## config.mk

```make
export PLATFORM = sky130hd
export DESIGN_NAME = ifetch_unit
export DESIGN_NICKNAME = d
export VERILOG_FILES = /design/src/rtl/ifetch_unit.sv
export SDC_FILE = /design/constraint.sdc
export NUM_CORES = 1
export LEC_CHECK = 0
export CAP_MARGIN = 20
export CORE_MARGIN = 2
export CORE_UTILIZATION = 45
export DETAILED_ROUTE_END_ITERATION = 8
export GPL_ROUTABILITY_DRIVEN = 0
export PLACE_DENSITY = 0.86
export SLEW_MARGIN = 20
export SYNTH_ARGS = -nofsm -noshare
export SYNTH_HDL_FRONTEND = slang
export SYNTH_SLANG_ARGS = --single-unit
```

## constraint.sdc

```tcl
create_clock -name clk -period 3.87 [get_ports clk]
set_input_delay 0.774 -clock clk [delete_from_list [all_inputs] [get_ports clk]]
set_output_delay 0.774 -clock clk [all_outputs]
set_load 0.03 [all_outputs]
```

## src/rtl/ifetch_unit.sv

```systemverilog
// Instruction-fetch sequencer: reads one word from imem over req/ack, latches it
// into IR and strobes the PC register with PC+4 or a redirect target.
module ifetch_unit #(
    parameter logic [31:0] RESET_PC = 32'h0000_3000,
    parameter int unsigned TIMEOUT  = 16
) (
    input  logic        clk,
    input  logic        rst_n,
    input  logic        fetch_start,
    input  logic [31:0] pc_in,
    input  logic        redirect_valid,
    input  logic [31:0] redirect_addr,
    output logic        imem_req,
    output logic [31:0] imem_addr,
    input  logic        imem_ack,
    input  logic [31:0] imem_rdata,
    output logic [31:0] ir,
    output logic        ir_valid,
    output logic        pc_we,
    output logic [31:0] pc_next,
    output logic        busy,
    output logic        fetch_err
);

    typedef enum logic [1:0] {IDLE, REQ, UPDATE} state_t;

    state_t      state, state_nx;
    logic [7:0]  wait_cnt, wait_cnt_nx;
    logic        req_nx, ir_valid_nx, pc_we_nx, err_nx;
    logic [31:0] addr_nx, ir_nx, pc_next_nx;
    logic        aligned, timeout_hit;

    assign aligned     = (pc_in[1:0] == 2'b00);
    assign timeout_hit = (wait_cnt == 8'(TIMEOUT - 1));

    always_ff @(posedge clk or negedge rst_n) begin
        if (!rst_n) begin
            state     <= IDLE;
            wait_cnt  <= '0;
            imem_req  <= 1'b0;
            imem_addr <= RESET_PC;
            ir        <= '0;
            ir_valid  <= 1'b0;
            pc_we     <= 1'b0;
            pc_next   <= RESET_PC;
            busy      <= 1'b0;
            fetch_err <= 1'b0;
        end else begin
            state     <= state_nx;
            wait_cnt  <= wait_cnt_nx;
            imem_req  <= req_nx;
            imem_addr <= addr_nx;
            ir        <= ir_nx;
            ir_valid  <= ir_valid_nx;
            pc_we     <= pc_we_nx;
            pc_next   <= pc_next_nx;
            busy      <= (state_nx != IDLE);
            fetch_err <= err_nx;
        end
    end

    always_comb begin
        state_nx = state;
        case (state)
            IDLE:    if (!redirect_valid && fetch_start && aligned) state_nx = REQ;
            REQ:     if (imem_ack) state_nx = UPDATE;
                     else if (timeout_hit) state_nx = IDLE;
            UPDATE:  state_nx = IDLE;
            default: state_nx = IDLE;
        endcase
    end

    // Outputs are computed one cycle early so every port comes straight from a flop;
    // the ir_valid/pc_we pulses are therefore set on the ack edge and land in UPDATE.
    always_comb begin
        req_nx      = imem_req;
        addr_nx     = imem_addr;
        ir_nx       = ir;
        pc_next_nx  = pc_next;
        ir_valid_nx = 1'b0;
        pc_we_nx    = 1'b0;
        err_nx      = fetch_err;
        wait_cnt_nx = wait_cnt;
        case (state)
            IDLE: begin
                if (redirect_valid) begin
                    pc_we_nx   = 1'b1;
                    pc_next_nx = redirect_addr;
                end else if (fetch_start) begin
                    err_nx = !aligned;
                    if (aligned) begin
                        addr_nx     = pc_in;
                        req_nx      = 1'b1;
                        wait_cnt_nx = '0;
                    end
                end
            end
            REQ: begin
                if (imem_ack) begin
                    ir_nx       = imem_rdata;
                    req_nx      = 1'b0;
                    ir_valid_nx = 1'b1;
                    pc_we_nx    = 1'b1;
                    pc_next_nx  = imem_addr + 32'd4;
                end else if (timeout_hit) begin
                    req_nx      = 1'b0;
                    err_nx      = 1'b1;
                    wait_cnt_nx = '0;
                end else begin
                    wait_cnt_nx = wait_cnt + 8'd1;
                end
            end
            default: ;
        endcase
    end

endmodule

```

Word level (Yosys, flattened, before mapping)
Cells that the tools add are included.
{"block": "totals", "out_inout_bits": 101, "latchBits": 0, "register_bits": 111, "memories": 0, "mem_bits_rw": 0, "in_bits": 101, "rom_bits": 0}
{"block": "op_classes", "bitwise_logic": 1, "mux": 28, "eq_ne": 10, "div": 0, "n_shift": 0, "n_addsub": 2, "n_reduce_logical": 14, "order_cmp": 0, "multipliers": 0}
{"op": "32-bit 2-to-1 mux", "count": 2}
{"op": "32-bit case mux with 2 select lines", "count": 1}
{"op": "8-bit 2-to-1 mux", "count": 5}
{"op": "32-bit by 3-bit adder with 32-bit output, second input constant", "count": 1}
{"op": "8-bit case mux with 2 select lines", "count": 1}
{"op": "5-bit AND reduction", "count": 3}
{"op": "2-bit inequality test, second input constant", "count": 7}
{"op": "1-bit 2-to-1 mux", "count": 12}
{"op": "8-bit by 1-bit adder with 8-bit output, second input constant", "count": 1}
{"op": "8-bit by 4-bit equality test with 1-bit output, second input constant", "count": 1}
{"op": "2-bit 2-to-1 mux", "count": 3}
{"op": "1-bit case mux with 2 select lines", "count": 3}
{"op": "2-bit zero test", "count": 2}
{"op": "2-bit case mux with 2 select lines", "count": 1}
{"op": "4-bit AND reduction", "count": 1}
{"op": "2-bit nonzero test", "count": 2}
{"op": "3-bit inequality test, second input constant", "count": 1}
{"op": "3-bit AND reduction", "count": 1}
{"op": "2-bit by 1-bit equality test with 1-bit output, second input constant", "count": 1}
{"op": "1-bit logical AND", "count": 2}
{"op": "1-bit zero test", "count": 2}
{"op": "2-bit AND reduction", "count": 1}
{"op": "1-bit inverter", "count": 1}

Logic depth before layout (Yosys ltp)
Gate-level depths: netlist of run 1.
{"block": "logic_depth", "word_depth": 6, "mapped_depth": 9}

Least setup slack after synthesis of run 1
OpenSTA, ideal clock, no wires.
{"block": "synth_timing", "path_kind": "register to register", "from": "register imem_addr[2]", "to": "register pc_next[20]", "path_buffers": 0, "t_arrival_ns": 1.757, "required_ns": 3.743, "stages_incl_launch_ff": 7, "setup_slack_ns": 1.985, "path_cell_list": "dfrtp_1 ha_1 nand3_1 or2_1 o31a_1 nor3_1 o21ai_0"}
{"block": "synth_between", "elab_chain_cells": 3}
{"element": "start: declaration", "line": "14", "text": "output logic [31:0] imem_addr,"}
{"element": "start signal: assignment", "line": "52", "text": "imem_addr <= addr_nx;"}
{"element": "32-bit by 3-bit adder with 32-bit output", "line": "104", "text": "pc_next_nx = imem_addr + 32'd4;"}
{"element": "32-bit 2-to-1 mux", "line": "99", "text": "if (imem_ack) begin"}
{"element": "32-bit case mux with 2 select lines", "line": "84", "text": "case (state)"}
{"element": "end signal: assignment", "line": "56", "text": "pc_next <= pc_next_nx;"}
{"element": "end: declaration", "line": "20", "text": "output logic [31:0] pc_next,"}
Every way passes these cells. The select of a mux whose other input is x is not followed.
A chain may end at the register's enable or synchronous reset.

Final worst setup path of run 1
{"block": "layout_timing", "from": "register imem_addr[12]", "to": "output port imem_addr[12]"}
No word-level cell between the ends.

==> results of run 1 <==
## kinds of logic after synthesis
logic type,Yosys count,share of synthesized area (%)
simple gates,220,19.8
flops,111,54.6
compound gates,87,9.95
mux,36,7.86
buf+inv,35,3.00
xor+xnor,25,4.30
fa+ha+maj,2,0.491
## flip-flops by register name, indices dropped and copies added (netlist names)
| name | count |
|---|---|
| busy | 1 |
| fetch_err | 1 |
| imem_addr | 32 |
| imem_req | 1 |
| ir | 32 |
| ir_valid | 1 |
| pc_next | 32 |
| pc_we | 1 |
| state | 2 |
| wait_cnt | 8 |
## layer usage
| layer | routed length, um | track usage, % |
|---|---|---|
| met2 | 7770 | 44.9 |
| met1 | 5770 | 29.6 |
| met5 | 0 | 0 |
| met4 | 239 | 7.86 |
| met3 | 1270 | 4.23 |
## through the flow
step                      instances  setup slack [ps]  area [um^2]  power (uW)
after floorplan                 516              1990         5090        2470
after global routing            850              1320         7530        4410
after global placement          834              1200         7210        3190
after CTS                       850              1440         7530        4240
final                           850              1450         7530        4220
after detailed placement        834              1100         7210        3240
## Yosys cell counts (all sizes together)
library cell	instances
o22ai	13
nor3b	1
a21oi	24
or4	1
o31a	2
nor2b	2
dfstp	4
nor4	4
a31oi	7
nand3	17
xor2	14
nand3b	1
xnor2	11
o41ai	1
nand4	11
mux2i	4
nand2b	1
or2	5
inv	7
o21ai	34
dfrtp	107
nor3	9
a22o	1
a21o	2
mux2	32
ha	2
or3	2
clkbuf	16
nand2	114
buf	12
and2	2
o31ai	3
and3	8
and4	1
nor2	41
## cell usage in the layout, fill, tap and decap left out, drive strengths merged, types with 3 or more instances in the layout
master and count:
nor2 41, clkdlybuf4s50 200, a31oi 7, mux2i 4
and3 8, o31ai 3, xnor2 11, o22ai 13
a21oi 24, nand3 17, inv 7, nor4 4
nand4 11, dfstp 4, nand2 114, xor2 14
nor3 9, mux2 32, buf 6, clkbuf 11
o21ai 34, dfrtp 107, or2 5
## power by group through the flow
| stage | logic (uW) | registers [uW] | clock network [uW] |
|---|---|---|---|
| global route | 1660 | 1690 | 1060 |
| global placement | 1530 | 1650 | 0 |
| floorplan | 347 | 2120 | 0 |
| finish | 1560 | 1660 | 1000 |
| detailed placement | 1570 | 1670 | 0 |
| CTS | 1580 | 1650 | 1010 |
## cell type report
class,count,area [um^2],share of cell area (%)
Sequential cell,111,2780,36.9
Multi-Input combinational cell,370,2170,28.8
Tap cell,140,175,2.32
Clock inverter,5,81.3,1.08
Inverter,7,26.3,0.349
Clock buffer,11,243,3.22
Timing Repair Buffer,206,2060,27.3
## path summary, 6_finish.rpt
kind	depth (start not counted)	end
setup / recovery	1	imem_addr[12]
hold / removal	2	fetch_err$_DFFE_PN0P_
setup reg to reg	4	ir[21]$_DFFE_PN0P_
hold reg to reg	2	pc_next[6]$_DFFE_PN0P_
max in group asynchronous	2	ir[18]$_DFFE_PN0P_
min in group clk	2	pc_next[6]$_DFFE_PN0P_
==> impl_metrics.csv, run 1 <==
group,metric,value,unit
timing,setup_tns,0,ps
global_routing,gr-total-overflow,0,
power,power_density,560,nW/um^2
timing,max_slew_margin,31.0,%
yosys,yosysUniqueCellTypes,47,
clock_tree,cts_root_buf,"clkbuf_16",
worst_setup_path,slowest_delay,700,ps
yosys,syn_nets,619,
yosys,synth_top_area_share,52.6,%
clock_tree,cts_setup_buffers,0,
worst_setup_path,worstSetupPathType,"flip-flop to output port",
worst_setup_path,endpoint_kind,"output port",
floorplanning,chipHeight,110,um
clock_tree,htree_levels,3,
yosys,yosysWarningCount,0,
global_routing,grt_start_max_net_pins,112,
timing,setup_viol,0,
floorplanning,core,10900,um^2
hold_path,hold_path.class,"input port to asynchronous set/reset pin",
placed_design,hpwl,11000,um
clock_tree,cts_made_buffers,9,
power,leakagePower,0.00319,uW
cells_and_area,diodes,0,
timing,period_minus_slack,2420,ps
worst_setup_path,crit_required,3100,ps
yosys,syn_avg_cell_area,9.87,um^2
timing,drv_slew,0,
power,p_clk_share,23.8,%
outcome,status,"complete, no violations",
cells_and_area,areaGrowthSynthToFinish,47.9,%
cells_and_area,layout-drive-gt1-share,10.1,%
global_routing,first_global_vias,4590,
run,maxCapViolCount,0,
worst_setup_path,crit_slowest_cell,"clkdlybuf4s50_1",
timing,finalCritPeriodShare,62.4,%
timing,hold_viol_final,0,
yosys,syn_inst,516,
power,p_comb_share,37.0,%
timing,hold_slack,475,ps
cells_and_area,fillers,854,
floorplanning,dieArea,12200,um^2
timing,grt_setup_unrepaired,"no",
placed_design,numPortBuffers,201,
routing,drt-pass1-iter-count,4,
power,internal_power,2710,uW
clock_tree,clock-sinks,111,
routing,vias_per_cell,5.40,
worst_setup_path,cp_data_arrival_time,1640,ps
worst_setup_path,startpoint_type,"flip-flop",
floorplanning,fp-row-count,38,
worst_setup_path,crit_family,"buffers and inverters",
clock_tree,clk_pin_slew,70,ps
routing,wl,15000,um
power,power.switching,1510,uW
routing,postRouteAntennaNets,0,
floorplanning,ioPinCount,202,
routing,num_vias,4587,
cells_and_area,final_util,68.9,%
timing,tightest_slew,1040,ps
worst_setup_path,cp-startpoint,"imem_addr[12]$_DFFE_PN1P_",
yosys,ys_ff_latch,111,
worst_setup_path,rr_startpoint,"state[0]$_DFF_PN0_",
clock_tree,cts_tree,"yes",
power,swShare,35.8,%
floorplanning,die_w,110,um
timing,timing.fmax,0.414,GHz
worst_setup_path,crit_chain,"clkdlybuf4s50_1",
clock_tree,cts_resized,0,
yosys,ys_top_cells_by_area,"dfrtp_1 53%, nand2_1 8.3%, mux2_2 6.9%, o21ai_0 3.1%, nor2_1 3.0%",
power,seqPwrFrac,39.2,%
global_routing,grt_antenna_before_repair,0,
yosys,ys_seq_area_share,54.6,%
routing,drtIter0Drc,198,
cells_and_area,fin_nets,808,
global_routing,grt_pass1_wl,22800,um
worst_setup_path,r2r_setup_slack,1740,ps
clock_tree,cts_max_path_buffers,2,
routing,wl_per_cell,17.7,um
yosys,yosysTopAreaCell,"dfrtp_1",
global_routing,track_usage,24.7,%
timing,fin_skew,11.0,ps
power,max-vdd-ir-drop,327,uV
routing,drc,0,
yosys,synth_area,5090,um^2
worst_setup_path,cp_max_fo,6,
floorplanning,initial_core_util,46.6,%
clock_tree,clock_latency,350,ps
worst_setup_path,path_buf_inv,1,
clock_tree,hold_buffers,0,
No activity file was read; power rests on OpenSTA's default activity.
==> run 2: changes to the inputs <==
Settings changed: CORE_UTILIZATION 45 to 44, PLACE_DENSITY 0.86 to 0.84.
Clock period 3.87 ns to 2.3 ns, I/O delays scaled along.
==> impl_metrics.csv, run 2 (synthesized netlist as in run 1, its figures left out) <==
group,metric,value,unit
placed_design,pre_cts_ws,180,ps
cells_and_area,areaGrowthSynthToFinish,49.6,%
worst_setup_path,cp.depth,1,
global_routing,grt_pass1_wl,23600,um
worst_setup_path,endpoint_kind,"output port",
cells_and_area,diodes,0,
worst_setup_path,crit_family,"buffers and inverters",
global_routing,grt_antenna_before_repair,0,
power,swShare,37.1,%
worst_setup_path,cp_data_arrival_time,1620,ps
cells_and_area,fin_nets,818,
timing,max_slew_margin,61.4,%
timing,setup_viol,0,
timing,hold_slack,94.7,ps
outcome,status,"complete, no violations",
worst_setup_path,crit_chain,"clkdlybuf4s50_1",
clock_tree,clk_pin_slew,80,ps
floorplanning,ioPinCount,202,
power,seqPwrFrac,39.9,%
routing,drt-pass1-iter-count,4,
routing,postRouteAntennaNets,0,
clock_tree,cts_max_path_buffers,2,
routing,dr_wl_met3,956,um
placed_design,hpwl,11300,um
floorplanning,core,11400,um^2
timing,hold_viol_final,0,
global_routing,track_usage,23.8,%
placed_design,numPortBuffers,201,
power,max-vdd-ir-drop,605,uV
clock_tree,cts_resized,0,
worst_setup_path,startpoint_type,"flip-flop",
routing,vias_per_cell,5.31,
clock_tree,hold_buffers,0,
placed_design,placed_cell_area,7330,um^2
timing,tightest_slew,575,ps
worst_setup_path,worstSetupPathType,"flip-flop to output port",
timing,finalCritPeriodShare,90.5,%
clock_tree,cts_setup_buffers,0,
floorplanning,initial_core_util,44.8,%
worst_setup_path,cp_max_fo,6,
global_routing,gr-total-overflow,0,
routing,wl_met1,6080,um
power,power_density,911,nW/um^2
timing,drv_slew,0,
cells_and_area,layout_common_cells,"200 x clkdlybuf4s50_1, 113 x nand2_1, 107 x dfrtp_1",
worst_setup_path,crit_slowest_cell,"clkdlybuf4s50_1",
routing,wl_per_cell,17.3,um
routing,highest_layer,"met4",
hold_path,hold_path.class,"input port to asynchronous set/reset pin",
cells_and_area,layout-drive-gt1-share,11.5,%
global_routing,first_global_vias,4581,
power,internal_power,4370,uW
timing,setup_slack,218,ps
power,p_clk_share,22.1,%
clock_tree,clock-sinks,111,
worst_setup_path,slowest_delay,690,ps
routing,wl_met2,7550,um
timing,setup_tns,0,ps
timing,period_minus_slack,2080,ps
routing,drc,0,
timing,grt_setup_unrepaired,"no",
worst_setup_path,path_buf_inv,1,
cells_and_area,finish.instance_area,7620,um^2
cells_and_area,final_common_cell,"clkdlybuf4s50_1",
routing,wl,14900,um
floorplanning,fp-row-count,39,
global_routing,grt_start_max_net_pins,43,
timing,fin_skew,10.2,ps
clock_tree,htree_levels,3,
cells_and_area,largestRegisters,"imem_addr: 32 flops, ir: 32 flops, pc_next: 32 flops",
clock_tree,cts_root_buf,"clkbuf_16",
timing,timing.fmax,0.480,GHz
floorplanning,dieArea,12500,um^2
clock_tree,cts_made_buffers,9,
worst_setup_path,crit_required,1840,ps
power,power.switching,2570,uW
floorplanning,chipHeight,112,um
clock_tree,cts_tree,"yes",
run,maxCapViolCount,0,
routing,num_vias,4584,
routing,drtIter0Drc,277,
clock_tree,clock_latency,350,ps
power,p_comb_share,38.1,%
worst_setup_path,worstRegToRegCells,5,
power,leakagePower,0.00323,uW
floorplanning,die_w,112,um
==> run 2: area by class of cell <==
class / instances / area [um^2]
Clock buffer: 10 / 239
Sequential cell: 111 / 2780
Timing Repair Buffer: 216 / 2170
Clock inverter: 6 / 52.6
Multi-Input combinational cell: 370 / 2170
Tap cell: 143 / 179
Inverter: 7 / 26.3
Fill cell: 868 / 3750
==> run 2: layer usage <==
metal | up-vias | GRT usage, %
li1 | 2167 | -
met1 | 2203 | 29.1
met2 | 190 | 41.6
met3 | 24 | 5.66
met4 | 0 | 7.98
met5 | - | 0
==> run 2: metrics by stage <==
stage / util [%] / total power (uW) / cells
after floorplan: - / 4150 / 516
after global placement: 64.4 / 5380 / 847
after CTS: 67.0 / 6980 / 863
after detailed placement: 64.4 / 5460 / 847
after global routing: 67.0 / 7250 / 863
final: 67.0 / 6940 / 863
==> run 2: power by group through the flow <==
| stage | logic (uW) | registers [uW] | clock network, uW |
|---|---|---|---|
| after floorplan | 584 | 3570 | 0 |
| after global placement | 2610 | 2770 | 0 |
| after detailed placement | 2660 | 2810 | 0 |
| after CTS | 2660 | 2770 | 1550 |
| after global routing | 2790 | 2830 | 1630 |
| final | 2640 | 2770 | 1530 |
==> run 2: worst paths after layout <==
path	from	end	slack [ps]
setup / recovery	imem_addr[12]$_DFFE_PN1P_	imem_addr[12]	220
hold / removal	rst_n	imem_addr[7]$_DFFE_PN0P_	90
setup reg to reg	imem_addr[12]$_DFFE_PN1P_	pc_next[31]$_DFFE_PN0P_	290
hold reg to reg	pc_next[21]$_DFFE_PN0P_	pc_next[21]$_DFFE_PN0P_	490
max in group asynchronous	rst_n	imem_addr[13]$_DFFE_PN1P_	1560
min in group clk	pc_next[21]$_DFFE_PN0P_	pc_next[21]$_DFFE_PN0P_	490
